<file path="config.mk">
export PLATFORM = sky130hd
export DESIGN_NAME = mips_multicycle_ctrl_flat
export DESIGN_NICKNAME = d
export VERILOG_FILES = /design/src/rtl/mips_multicycle_ctrl_pkg.sv /design/src/rtl/mips_multicycle_ctrl_if.sv /design/src/rtl/mips_multicycle_ctrl.sv /design/src/flat_wrapper.sv
export SDC_FILE = /design/constraint.sdc
export NUM_CORES = 1
export LEC_CHECK = 0
export CORE_AREA = 2 2 42 44
export CTS_CLUSTER_DIAMETER = 40
export DETAILED_ROUTE_END_ITERATION = 16
export DIE_AREA = 0 0 44 46
export GPL_ROUTABILITY_DRIVEN = 0
export PLACE_DENSITY = 0.81
export SYNTH_ARGS = -nofsm -noshare
export SYNTH_HDL_FRONTEND = slang
export SYNTH_SLANG_ARGS = --single-unit
</file>
<file path="constraint.sdc">
create_clock -name clk -period 1.5 [get_ports clk]
set_input_delay 0.3 -clock clk [delete_from_list [all_inputs] [get_ports clk]]
set_output_delay 0.3 -clock clk [all_outputs]
set_load 0.02 [all_outputs]
</file>
<file path="src/rtl/mips_multicycle_ctrl_pkg.sv">
// Shared types and encodings for the multicycle MIPS main control FSM.
// Also holds the opcode constants recognised by the decode stage.
package mips_ctrl_pkg;

  localparam int OPW = 6;

  typedef enum logic [3:0] {
    S_FETCH    = 4'd0,
    S_DECODE   = 4'd1,
    S_MEMADR   = 4'd2,
    S_MEMRD    = 4'd3,
    S_MEMWB    = 4'd4,
    S_MEMWR    = 4'd5,
    S_EXECUTE  = 4'd6,
    S_ALUWB    = 4'd7,
    S_BRANCH   = 4'd8,
    S_ADDIEXEC = 4'd9,
    S_ADDIWB   = 4'd10,
    S_JUMP     = 4'd11
  } state_t;

  localparam logic [OPW-1:0] RTYPE = 6'h00;
  localparam logic [OPW-1:0] J     = 6'h02;
  localparam logic [OPW-1:0] BEQ   = 6'h04;
  localparam logic [OPW-1:0] BNE   = 6'h05;
  localparam logic [OPW-1:0] ADDI  = 6'h08;
  localparam logic [OPW-1:0] LW    = 6'h23;
  localparam logic [OPW-1:0] SW    = 6'h2B;

  localparam logic [1:0] PCSRC_ALURES = 2'b00;
  localparam logic [1:0] PCSRC_ALUOUT = 2'b01;
  localparam logic [1:0] PCSRC_JUMP   = 2'b10;

  localparam logic [1:0] ALUSRCB_B     = 2'b00;
  localparam logic [1:0] ALUSRCB_FOUR  = 2'b01;
  localparam logic [1:0] ALUSRCB_IMM   = 2'b10;
  localparam logic [1:0] ALUSRCB_IMMSH = 2'b11;

  localparam logic [1:0] ALUOP_ADD   = 2'b00;
  localparam logic [1:0] ALUOP_SUB   = 2'b01;
  localparam logic [1:0] ALUOP_FUNCT = 2'b10;

  function automatic logic op_supported(input logic [OPW-1:0] op);
    logic ok;
    case (op)
      RTYPE, J, BEQ, BNE, ADDI, LW, SW: ok = 1'b1;
      default:                          ok = 1'b0;
    endcase
    return ok;
  endfunction

endpackage

</file>
<file path="src/rtl/mips_multicycle_ctrl_if.sv">
// Control bus between the main FSM (master) and the multicycle datapath (slave).
interface mips_multicycle_ctrl_if;
  import mips_ctrl_pkg::*;

  logic [OPW-1:0] Op;
  logic           Zero;
  logic           IorD;
  logic           MemRead;
  logic           MemWrite;
  logic           IRWrite;
  logic           RegDst;
  logic           MemtoReg;
  logic           RegWrite;
  logic           ALUSrcA;
  logic [1:0]     ALUSrcB;
  logic [1:0]     ALUOp;
  logic [1:0]     PCSrc;
  logic           PCEn;
  logic           IllegalOp;

  modport master (
    input  Op, Zero,
    output IorD, MemRead, MemWrite, IRWrite, RegDst, MemtoReg, RegWrite,
           ALUSrcA, ALUSrcB, ALUOp, PCSrc, PCEn, IllegalOp
  );

  modport slave (
    output Op, Zero,
    input  IorD, MemRead, MemWrite, IRWrite, RegDst, MemtoReg, RegWrite,
           ALUSrcA, ALUSrcB, ALUOp, PCSrc, PCEn, IllegalOp
  );

endinterface

</file>
<file path="src/rtl/mips_multicycle_ctrl.sv">
// Main control FSM of the multicycle MIPS datapath: Moore decode of every
// select and write enable, plus branch-qualified PC enable and illegal-op flag.
module mips_multicycle_ctrl
  import mips_ctrl_pkg::*;
(
  input  logic                  clk,
  input  logic                  reset,
  mips_multicycle_ctrl_if.master bus
);

  state_t     state_r;
  state_t     state_next_s;
  logic       bne_r;
  logic       illegal_r;

  logic       iord_s;
  logic       memread_s;
  logic       memwrite_s;
  logic       irwrite_s;
  logic       regdst_s;
  logic       memtoreg_s;
  logic       regwrite_s;
  logic       alusrca_s;
  logic [1:0] alusrcb_s;
  logic [1:0] aluop_s;
  logic [1:0] pcsrc_s;
  logic       pcen_s;

  // State register.
  always_ff @(posedge clk or posedge reset) begin
    if (reset) begin
      state_r <= S_FETCH;
    end else begin
      state_r <= state_next_s;
    end
  end

  // Branch sense and sticky illegal flag, both captured while decoding.
  always_ff @(posedge clk or posedge reset) begin
    if (reset) begin
      bne_r     <= 1'b0;
      illegal_r <= 1'b0;
    end else if (state_r == S_DECODE) begin
      bne_r     <= (bus.Op == BNE);
      illegal_r <= illegal_r | ~op_supported(bus.Op);
    end else begin
      bne_r     <= bne_r;
      illegal_r <= illegal_r;
    end
  end

  // Next-state sequencing per opcode class.
  always_comb begin
    state_next_s = S_FETCH;
    case (state_r)
      S_FETCH:    state_next_s = S_DECODE;
      S_DECODE: begin
        case (bus.Op)
          LW, SW:   state_next_s = S_MEMADR;
          RTYPE:    state_next_s = S_EXECUTE;
          BEQ, BNE: state_next_s = S_BRANCH;
          ADDI:     state_next_s = S_ADDIEXEC;
          J:        state_next_s = S_JUMP;
          default:  state_next_s = S_FETCH;
        endcase
      end
      S_MEMADR: begin
        if (bus.Op == LW) begin
          state_next_s = S_MEMRD;
        end else begin
          state_next_s = S_MEMWR;
        end
      end
      S_MEMRD:    state_next_s = S_MEMWB;
      S_EXECUTE:  state_next_s = S_ALUWB;
      S_ADDIEXEC: state_next_s = S_ADDIWB;
      S_MEMWB, S_MEMWR, S_ALUWB, S_BRANCH, S_ADDIWB, S_JUMP:
                  state_next_s = S_FETCH;
      default:    state_next_s = S_FETCH;
    endcase
  end

  // Output decode; only the branch PC enable looks past the state.
  always_comb begin
    iord_s     = 1'b0;
    memread_s  = 1'b0;
    memwrite_s = 1'b0;
    irwrite_s  = 1'b0;
    regdst_s   = 1'b0;
    memtoreg_s = 1'b0;
    regwrite_s = 1'b0;
    alusrca_s  = 1'b0;
    alusrcb_s  = ALUSRCB_B;
    aluop_s    = ALUOP_ADD;
    pcsrc_s    = PCSRC_ALURES;
    pcen_s     = 1'b0;
    case (state_r)
      S_FETCH: begin
        memread_s = 1'b1;
        irwrite_s = 1'b1;
        alusrcb_s = ALUSRCB_FOUR;
        pcsrc_s   = PCSRC_ALURES;
        pcen_s    = 1'b1;
      end
      S_DECODE:   alusrcb_s = ALUSRCB_IMMSH;
      S_MEMADR: begin
        alusrca_s = 1'b1;
        alusrcb_s = ALUSRCB_IMM;
      end
      S_MEMRD: begin
        iord_s    = 1'b1;
        memread_s = 1'b1;
      end
      S_MEMWB: begin
        memtoreg_s = 1'b1;
        regwrite_s = 1'b1;
      end
      S_MEMWR: begin
        iord_s     = 1'b1;
        memwrite_s = 1'b1;
      end
      S_EXECUTE: begin
        alusrca_s = 1'b1;
        aluop_s   = ALUOP_FUNCT;
      end
      S_ALUWB: begin
        regdst_s   = 1'b1;
        regwrite_s = 1'b1;
      end
      S_BRANCH: begin
        alusrca_s = 1'b1;
        aluop_s   = ALUOP_SUB;
        pcsrc_s   = PCSRC_ALUOUT;
        pcen_s    = bus.Zero ^ bne_r;
      end
      S_ADDIEXEC: begin
        alusrca_s = 1'b1;
        alusrcb_s = ALUSRCB_IMM;
      end
      S_ADDIWB:   regwrite_s = 1'b1;
      S_JUMP: begin
        pcsrc_s = PCSRC_JUMP;
        pcen_s  = 1'b1;
      end
      default: begin
        pcen_s = 1'b0;
      end
    endcase
  end

  // Write strobes are held off for as long as reset is high.
  assign bus.IorD      = iord_s;
  assign bus.MemRead   = memread_s;
  assign bus.MemWrite  = memwrite_s & ~reset;
  assign bus.IRWrite   = irwrite_s & ~reset;
  assign bus.RegDst    = regdst_s;
  assign bus.MemtoReg  = memtoreg_s;
  assign bus.RegWrite  = regwrite_s & ~reset;
  assign bus.ALUSrcA   = alusrca_s;
  assign bus.ALUSrcB   = alusrcb_s;
  assign bus.ALUOp     = aluop_s;
  assign bus.PCSrc     = pcsrc_s;
  assign bus.PCEn      = pcen_s & ~reset;
  assign bus.IllegalOp = illegal_r;

endmodule

</file>
<file path="src/flat_wrapper.sv">
// flat-port wrapper written by rule: the top's interface ports become plain ports
module mips_multicycle_ctrl_flat import mips_ctrl_pkg::*;
  (clk, reset, bus_Op, bus_Zero, bus_IorD, bus_MemRead, bus_MemWrite, bus_IRWrite, bus_RegDst, bus_MemtoReg, bus_RegWrite, bus_ALUSrcA, bus_ALUSrcB, bus_ALUOp, bus_PCSrc, bus_PCEn, bus_IllegalOp);
  mips_multicycle_ctrl_if bus_i ();
  input  logic clk;
  input  logic reset;
  input wire logic [$bits(bus_i.Op)-1:0] bus_Op;
  input wire logic [$bits(bus_i.Zero)-1:0] bus_Zero;
  output wire logic [$bits(bus_i.IorD)-1:0] bus_IorD;
  output wire logic [$bits(bus_i.MemRead)-1:0] bus_MemRead;
  output wire logic [$bits(bus_i.MemWrite)-1:0] bus_MemWrite;
  output wire logic [$bits(bus_i.IRWrite)-1:0] bus_IRWrite;
  output wire logic [$bits(bus_i.RegDst)-1:0] bus_RegDst;
  output wire logic [$bits(bus_i.MemtoReg)-1:0] bus_MemtoReg;
  output wire logic [$bits(bus_i.RegWrite)-1:0] bus_RegWrite;
  output wire logic [$bits(bus_i.ALUSrcA)-1:0] bus_ALUSrcA;
  output wire logic [$bits(bus_i.ALUSrcB)-1:0] bus_ALUSrcB;
  output wire logic [$bits(bus_i.ALUOp)-1:0] bus_ALUOp;
  output wire logic [$bits(bus_i.PCSrc)-1:0] bus_PCSrc;
  output wire logic [$bits(bus_i.PCEn)-1:0] bus_PCEn;
  output wire logic [$bits(bus_i.IllegalOp)-1:0] bus_IllegalOp;
  assign bus_i.Op = bus_Op;
  assign bus_i.Zero = bus_Zero;
  assign bus_IorD = bus_i.IorD;
  assign bus_MemRead = bus_i.MemRead;
  assign bus_MemWrite = bus_i.MemWrite;
  assign bus_IRWrite = bus_i.IRWrite;
  assign bus_RegDst = bus_i.RegDst;
  assign bus_MemtoReg = bus_i.MemtoReg;
  assign bus_RegWrite = bus_i.RegWrite;
  assign bus_ALUSrcA = bus_i.ALUSrcA;
  assign bus_ALUSrcB = bus_i.ALUSrcB;
  assign bus_ALUOp = bus_i.ALUOp;
  assign bus_PCSrc = bus_i.PCSrc;
  assign bus_PCEn = bus_i.PCEn;
  assign bus_IllegalOp = bus_i.IllegalOp;
  mips_multicycle_ctrl u_core (.clk(clk), .reset(reset), .bus(bus_i));
endmodule
</file>
==> key figures, run 1 <==
Run status
  • Outcome: complete, but fails checks
  • Failing checks: setup timing

Yosys
  • Top cell type's share of synthesized area: 24.8%
  • Post-synth EDFFs: 0
  • Sequential fraction of the synthesis area: 24.8%
  • Cells after Synth: 74
  • Syn avg cell area: 8.18 sq um
  • Number of distinct library cells after synthesis: 37
  • Synthesized cell area: 606 sq um
  • Yosys warns: 0
  • Number of synthesized register bits: 6
  • Area contributors post-synth: dfrtp_1 25%, nor2_1 6.8%, nor3_1 5.0%
  • Cell taking the most area after synthesis: dfrtp_1
  • Syn Nets: 83
  • Share of synthesized flip-flops with an asynchronous set or reset: 100%
  • Most instantiated cells after synthesis: 11 x nor2_1, 6 x dfrtp_1, 6 x nor3_1
  • Synth Flop Type: dfrtp_1
  • Most numerous cell in the Yosys netlist: nor2_1

Drt
  • Antenna-violating nets left: 0
  • Number of DRC markers in iteration 0: 5
  • DRC errors left: 0
  • Drt wl/cell: 15.1 um
  • Vias/cell: 5.53
  • Vias after detailed routing: 796
  • Drt pass-1 iters: 4
  • WL final: 2.17 mm

Placement
  • HPWL Detailed: 1.33 mm
  • Dpl cell area: 0.00100 sq mm
  • Placed insts: 130
  • Number of port buffers: 24

GRT
  • Maximum number of pins on one net before global-route repair: 12
  • Grt ovf: 0
  • First-pass GRT wire length: 2.95 mm
  • Vias in the first global route: 723
  • Initial antenna violation count: 0
  • GR Util All Layers: 20.2%

CTS
  • Num CTS Buffers: 3
  • Bufs on Longest Clock Path: 2
  • Clock Pin Slew Worst Setup and Hold Paths: 0.05 ns
  • Clock tree sinks: 6
  • CTS tree: yes
  • H-tree Lvls: 1
  • Clock Latency Late Sink: 0.26 ns
  • Root Buffer: clkbuf_4

Layout
  • Final nets: 138
  • Fin util: 76.4%
  • Area added between synthesis and finish: 104%
  • Number of diodes: 0
  • Finished Cell Area: 0.00123 sq mm
  • Share of layout cells above drive strength 1: 63.0%
  • Final Non-Filler Cells: 144

STA
  • Final setup fails: 16
  • Period Utilization, post-route: 121%
  • Worst Tran Pin Value: 0.327 ns
  • Worst rel slew slack: 77.9%
  • Fin Hold WS: 0.480 ns
  • Maximum clock frequency: 552 MHz
  • Slew Limit Fails: 0
  • Unrepaired setup endpoints after global routing: true
  • Worst setup margin: -0.312 ns
  • Final hold vios: 0
  • Max Clock Skew: 0.00771 ns
  • TNS Setup: -2.90 ns
  • Final Critical Period: 1.81 ns

Hold path
  • Hold Crit Class: flop to flop

Floorplan
  • Chip width: 44 um
  • Core area: 0.00161 sq mm
  • FP Rows: 15
  • Starting density of the core: 37.5%
  • I/O pins: 25
  • Die height: 46 um
  • Die area: 0.00202 sq mm

Power and ir drop
  • Pwr per Cell Area: 1240 mW/mm^2
  • Worst VDD drop: 0.572 mV
  • Pleak: 0.538 nW

Worst setup path
  • CP Max Fanout: 5
  • CP Data Required Time: 1.20 ns
  • Element type at the critical path end: output port
  • Kind of critical path: flop to output port
  • Crit path DAT: 1.51 ns
  • Setup crit start kind: flop

Run
  • Max cap viols: 0
==> through the flow <==
stage / worst slack (ns) / power, mW
final: -0.312 / 1.53
after floorplan: -0.0372 / 0.676
after global routing: -0.348 / 1.62
after detailed placement: -0.666 / 1.09
after CTS: -0.267 / 1.34
after global placement: -0.640 / 1.07
==> power by group <==
group	switching [mW]	leakage (nW)	internal [mW]
clock	0.0634	0.0138	0.0908
combinational	0.561	0.450	0.592
sequential	0.0357	0.0742	0.190
==> cell families after synthesis <==
| group | share of synthesized area (%) |
|---|---|
| multiplexers | 1.86 |
| AO/OA/AOI/OAI | 23.3 |
| XOR/XNOR | 4.34 |
| AND/OR/NAND/NOR | 38.2 |
| flip-flops | 24.8 |
| buffers and inverters | 7.44 |
==> placed cells by master (no fill, tap or decap), drive strengths merged <==
master and n:
a31oi 1, a21o 1, a221oi 1, xnor2 2
xor2 1, or2 2, clkbuf 3, nor3 6
inv 2, nor4b 2, o31ai 2, o211ai 2
nand2b 3, and3 3, a2111oi 1, o21a 1
dlygate4sd2 1, mux2 1, nor4 2, nand3 2
nor2 11, a21oi 4, dlymetal6s2s 1, or3b 1
nor3b 3, dfrtp 6, clkdlybuf4s50 7, buf 47
nand3b 1, a31o 1, nand2 2, a211oi 1
o21ai 2, or3 1
==> flip-flops by register name, summed over array words and instances, names as in the netlist <==
name and count:
u_core.bne_r 1, u_core.state_r 4, u_core.bus.IllegalOp 1
==> metal layers <==
| layer | vias up | GRT usage (%) | wire [um] |
|---|---|---|---|
| li1 | 380 | - | - |
| met1 | 369 | 18.5 | 815 |
| met2 | 36 | 39.7 | 1140 |
| met3 | 11 | 3.17 | 121 |
| met4 | 0 | 14.5 | 95 |
| met5 | - | 0 | 0 |
==> worst paths after layout <==
path                                       from  cells after the start  slack (ns)              endpoint
min in group asynchronous                 reset                      3        0.55     u_core.state_r[0]
hold reg to reg            u_core.bus.IllegalOp                      1        0.48  u_core.bus.IllegalOp
setup reg to reg              u_core.state_r[1]                      6       -0.06          u_core.bne_r
max in group asynchronous                 reset                      3        0.82     u_core.state_r[3]
hold / removal             u_core.bus.IllegalOp                      1        0.48  u_core.bus.IllegalOp
setup / recovery              u_core.state_r[1]                      5       -0.31          bus_RegWrite
==> what timing repair did <==
action | 4_1_cts | 5_1_grt
setup endpoints to repair | 18 | 18
pin swaps | 1 | 1
resized for setup | 95 | 26
hold buffers | 0 | 0
cloned | 0 | 0
setup buffers | 5 | 6
==> final cells by class <==
class / count / area, sq um
Clock buffer: 3 / 22.5
Timing Repair Buffer: 56 / 497
Multi-Input combinational cell: 60 / 533
Tap cell: 17 / 21.3
Sequential cell: 6 / 151
Inverter: 2 / 7.51
Fill cell: 118 / 382
==> worst max-delay path, stage by stage, from the launching register on <==
cell and delay [ns]:
dfrtp_1 0.43, or2_1 0.25, buf_4 0.17, nor2_4 0.11, o21a_1 0.15, buf_4 0.14
Power figures use the tool's default switching activity.
==> run 2: changes to the inputs <==
- SETUP_SLACK_MARGIN: not set -> 0.02
- SKIP_CTS_REPAIR_TIMING: not set -> 1
==> key figures, run 2 (synthesis gave the netlist of run 1 again) <==
Run status
  • Outcome: complete, but fails checks
  • Failing checks: setup timing

Placement
  • Number of port buffers: 24
  • Placed insts: 129
  • HPWL Detailed: 1.35 mm
  • Pre-CTS setup slack: -0.677 ns

STA
  • Fin Hold WS: 0.470 ns
  • Unrepaired setup endpoints after global routing: true
  • Worst rel slew slack: 78.2%
  • Worst Tran Pin Value: 0.327 ns
  • Period Utilization, post-route: 118%
  • Worst setup margin: -0.266 ns
  • Final setup fails: 15
  • Maximum clock frequency: 566 MHz
  • Final hold vios: 0
  • TNS Setup: -2.18 ns
  • Max Clock Skew: 0.00143 ns
  • Slew Limit Fails: 0
  • Final Critical Period: 1.77 ns

Floorplan
  • FP Rows: 15
  • Starting density of the core: 37.5%
  • Die height: 46 um
  • Die area: 0.00202 sq mm
  • I/O pins: 25
  • Chip width: 44 um
  • Core area: 0.00161 sq mm

GRT
  • Grt ovf: 0
  • GR Util All Layers: 16.5%
  • Maximum number of pins on one net before global-route repair: 11
  • Vias in the first global route: 634
  • First-pass GRT wire length: 2.50 mm
  • Initial antenna violation count: 0

Power and ir drop
  • Pwr per Cell Area: 1250 mW/mm^2
  • Pleak: 0.480 nW
  • Worst VDD drop: 0.590 mV

Drt
  • Antenna-violating nets left: 0
  • DRC errors left: 0
  • Vias/cell: 5.51
  • WL final: 1.87 mm
  • Number of DRC markers in iteration 0: 3
  • Drt wl/cell: 14.1 um
  • Vias after detailed routing: 733
  • Drt pass-1 iters: 2

CTS
  • Clock tree sinks: 6
  • Clock Pin Slew Worst Setup and Hold Paths: 0.05 ns
  • Bufs on Longest Clock Path: 2
  • CTS tree: yes
  • Root Buffer: clkbuf_4
  • Num CTS Buffers: 3
  • H-tree Lvls: 1
  • Clock Latency Late Sink: 0.24 ns

Worst setup path
  • Cell family with most CP delay: flip-flops
  • Element type at the critical path end: output port
  • Kind of critical path: flop to output port
  • Crit path DAT: 1.47 ns
  • Critical R2R Capture: u_core.bne_r
  • Flop-to-flop setup slack: 0.02 ns
  • CP bufs+invs: 1
  • CP Max Fanout: 5
  • Reg2Reg Depth: 5
  • Cell chain of the critical path: or2_1, a21o_1, a211oi_4, buf_6
  • CP endpoint: bus_PCEn
  • Setup crit start kind: flop
  • CP Launch Point: u_core.state_r[0]
  • Critical Path Slowest Stage Cell: dfrtp_1
  • RR Startpoint: u_core.state_r[3]
  • CP Data Required Time: 1.20 ns
  • Critical path depth: 4
  • Crit-path max cell delay: 0.42 ns

Layout
  • Max reg flops: 4
  • Final Non-Filler Cells: 133
  • Number of diodes: 0
  • Total area of sequential cells: 153 sq um
  • Fill cells: 140
  • Commonest cells after routing, fill and taps aside: 25 x buf_4, 9 x buf_6, 8 x nor2_1, 5 x clkdlybuf4s50_1
  • Share of layout cells above drive strength 1: 56.9%
  • Multi-input logic area: 503 sq um
  • Reg with most FFs: u_core.state_r
  • Commonest non-fill, non-tap cell in the layout: buf_4
  • Area added between synthesis and finish: 82.6%
  • Final nets: 127

Run
  • Max cap viols: 0

Hold path
  • Hold Crit Class: flop to flop
run 2: cell types whose count changed in the layout (fill, tap and decap cells not counted), moves of 2 or more:
cell,change
nor2_1,+4
clkdlybuf4s50_1,-2
nor2_4,-3
dlymetal6s2s_1,+3
buf_6,-5
buf_4,-8
run 2: stage by stage:
stage / power (mW) / util, % / area (sq um)
2_1_floorplan: 0.707 / - / 642
3_3_place_gp: 1.09 / 62.9 / 1010
3_5_place_dp: 1.11 / 62.9 / 1010
4_1_cts: 1.26 / 64.3 / 1040
5_1_grt: 1.45 / 68.5 / 1110
6_report: 1.38 / 68.5 / 1110
run 2: area by class of cell:
cell class	count	area share (%)
Multi-Input combinational cell	60	45.5
Inverter	2	0.679
Timing Repair Buffer	45	36.1
Clock buffer	3	2.04
Tap cell	17	1.92
Sequential cell	6	13.8
run 2: how the worst min path moves through the flow:
| stage | from | end | slack (ns) | cells after the start |
|---|---|---|---|---|
| 2_1_floorplan | reset | u_core.bne_r | 0.1 | 1 |
| 3_3_place_gp | u_core.bus.IllegalOp | u_core.bus.IllegalOp | 0.45 | 1 |
| 3_5_place_dp | u_core.bus.IllegalOp | u_core.bus.IllegalOp | 0.45 | 1 |
| 4_1_cts | u_core.bus.IllegalOp | u_core.bus.IllegalOp | 0.46 | 1 |
| 5_1_grt | u_core.bus.IllegalOp | u_core.bus.IllegalOp | 0.48 | 1 |
| 6_report | u_core.bus.IllegalOp | u_core.bus.IllegalOp | 0.47 | 1 |
run 2: metal layers:
layer  vias to the layer above  GRT usage (%)  routed length, um  share of wire (%)
met1                       339           17.9                719                 38
met2                        31           31.8                983                 52
met4                         0           3.64                 29                1.5
met3                         4           4.37                141                7.5
met5                         -              0                  0                  0
li1                        359              -                  -                  -
run 2: worst reg2reg max path, stage by stage, from the launching register on:
cell,delay [ns]
dfrtp_2,0.44
buf_6,0.14
or2_4,0.26
buf_6,0.13
nor2_4,0.09
mux2_4,0.30
run 2: power breakdown:
part / switching [mW] / leakage (nW) / internal, mW
Combinational: 0.494 / 0.393 / 0.514
Sequential: 0.0380 / 0.0725 / 0.191
Clock: 0.0572 / 0.0138 / 0.0904
Total: 0.589 / 0.480 / 0.795
==> run 3: changes to the inputs <==
- CELL_PAD_IN_SITES_DETAIL_PLACEMENT: not set -> 0
- CELL_PAD_IN_SITES_GLOBAL_PLACEMENT: not set -> 1
- CORE_AREA: 2 2 42 44 -> 2 2 49 51
- DIE_AREA: 0 0 44 46 -> 0 0 51 53
- PLACE_DENSITY: 0.81 -> 0.82
==> key figures, run 3 (synthesis gave the netlist of run 1 again) <==
GRT
  • Vias in the first global route: 655
  • Initial antenna violation count: 0
  • Grt ovf: 0
  • First-pass GRT wire length: 2.78 mm
  • GR Util All Layers: 13.2%
  • Maximum number of pins on one net before global-route repair: 11

CTS
  • CTS tree: yes
  • Num CTS Buffers: 3
  • Root Buffer: clkbuf_4
  • Clock Latency Late Sink: 0.24 ns
  • Bufs on Longest Clock Path: 2
  • Clock tree sinks: 6
  • Clock Pin Slew Worst Setup and Hold Paths: 0.04 ns
  • H-tree Lvls: 1

Hold path
  • Hold Crit Class: flop to flop

STA
  • Worst setup margin: -0.255 ns
  • Worst Tran Pin Value: 0.336 ns
  • Fin Hold WS: 0.458 ns
  • Unrepaired setup endpoints after global routing: true
  • Final hold vios: 0
  • Max Clock Skew: 0.00401 ns
  • TNS Setup: -1.77 ns
  • Slew Limit Fails: 0
  • Worst rel slew slack: 77.6%
  • Final Critical Period: 1.75 ns
  • Period Utilization, post-route: 117%
  • Maximum clock frequency: 570 MHz
  • Final setup fails: 15

Floorplan
  • Die area: 0.00270 sq mm
  • Core area: 0.00215 sq mm
  • I/O pins: 25
  • FP Rows: 17
  • Die height: 53 um
  • Starting density of the core: 28.2%
  • Chip width: 51 um

Power and ir drop
  • Worst VDD drop: 0.635 mV
  • Final Power: 1.41 mW
  • Pwr per Cell Area: 1200 mW/mm^2
  • Pleak: 0.507 nW

Placement
  • Placed insts: 138
  • HPWL Detailed: 1.35 mm
  • Pre-CTS setup slack: -0.693 ns
  • Number of port buffers: 24

Worst setup path
  • Element type at the critical path end: output port
  • Cell chain of the critical path: or2_1, a21o_1, a211oi_4, buf_6
  • CP Max Fanout: 5
  • CP Data Required Time: 1.20 ns
  • Kind of critical path: flop to output port
  • Crit-path max cell delay: 0.41 ns
  • Critical Path Slowest Stage Cell: dfrtp_1
  • Setup crit start kind: flop
  • Crit path DAT: 1.45 ns

Drt
  • Vias after detailed routing: 720
  • Number of DRC markers in iteration 0: 2
  • WL final: 1.88 mm
  • DRC errors left: 0
  • Drt pass-1 iters: 2
  • Antenna-violating nets left: 0
  • Vias/cell: 4.97
  • Drt wl/cell: 13.0 um

Layout
  • Share of layout cells above drive strength 1: 61.5%
  • Commonest non-fill, non-tap cell in the layout: buf_4
  • Reg with most FFs: u_core.state_r
  • Max reg flops: 4
  • Final nets: 128
  • Fill cells: 201
  • Final Non-Filler Cells: 145
  • Commonest cells after routing, fill and taps aside: 24 x buf_4, 13 x buf_6, 5 x nor2_1, 5 x dlymetal6s2s_1, 5 x dfrtp_1
  • Area added between synthesis and finish: 95.0%
  • Number of diodes: 0

Run status
  • Failing checks: setup timing
  • Outcome: complete, but fails checks

Run
  • Max cap viols: 0
## run 3: cell count changes in the layout (fill, tap and decap cells not counted), sizes merged
cell and change:
buf +2, clkbuf -1, clkdlybuf4s50 -1, dlymetal6s2s +1
## run 3: final timing paths
kind,startpoint,endpoint,slack [ns],depth (start not counted)
max in group asynchronous,reset,u_core.state_r[3],0.86,3
worst min-delay path,u_core.bus.IllegalOp,u_core.bus.IllegalOp,0.46,1
worst min register to register,u_core.bus.IllegalOp,u_core.bus.IllegalOp,0.46,1
worst max register to register,u_core.state_r[3],u_core.bne_r,0.02,5
worst max-delay path,u_core.state_r[0],bus_PCEn,-0.25,4
min in group asynchronous,reset,u_core.bne_r,0.52,3
## run 3: through the flow
stage	utilization, %	instance area, sq um
after global routing	55.0	1180
final	55.0	1180
after detailed placement	47.2	1010
after CTS	48.2	1040
after global placement	47.2	1010
after floorplan	-	642
## run 3: area by class of cell
class	count	area (sq um)	area share [%]
multi-input combinational	60	536	45.3
timing repair buffer	46	429	36.3
sequential	6	151	12.8
tap	28	35.0	2.97
clock buffer	3	22.5	1.91
inverter	2	7.51	0.636
## run 3: worst max-delay path: cells and delay by family, from the launching register on
family,cells,cell delay [ns]
simple gates,1,0.26
flops,1,0.41
buf+inv,1,0.15
compound gates,2,0.40
## run 3: power breakdown
group | switching, mW | total, mW | internal [mW]
registers | 0.0363 | 0.226 | 0.190
clock network | 0.0535 | 0.144 | 0.0902
logic | 0.517 | 1.04 | 0.527
## run 3: per-layer routing
layer | vias to the layer above | share of wire (%) | track usage (%)
met5 | - | 0 | 0
met4 | 0 | 1.8 | 2.70
met3 | 4 | 6.4 | 1.98
met2 | 27 | 53 | 26.0
met1 | 331 | 39 | 14.8
li1 | 358 | - | -
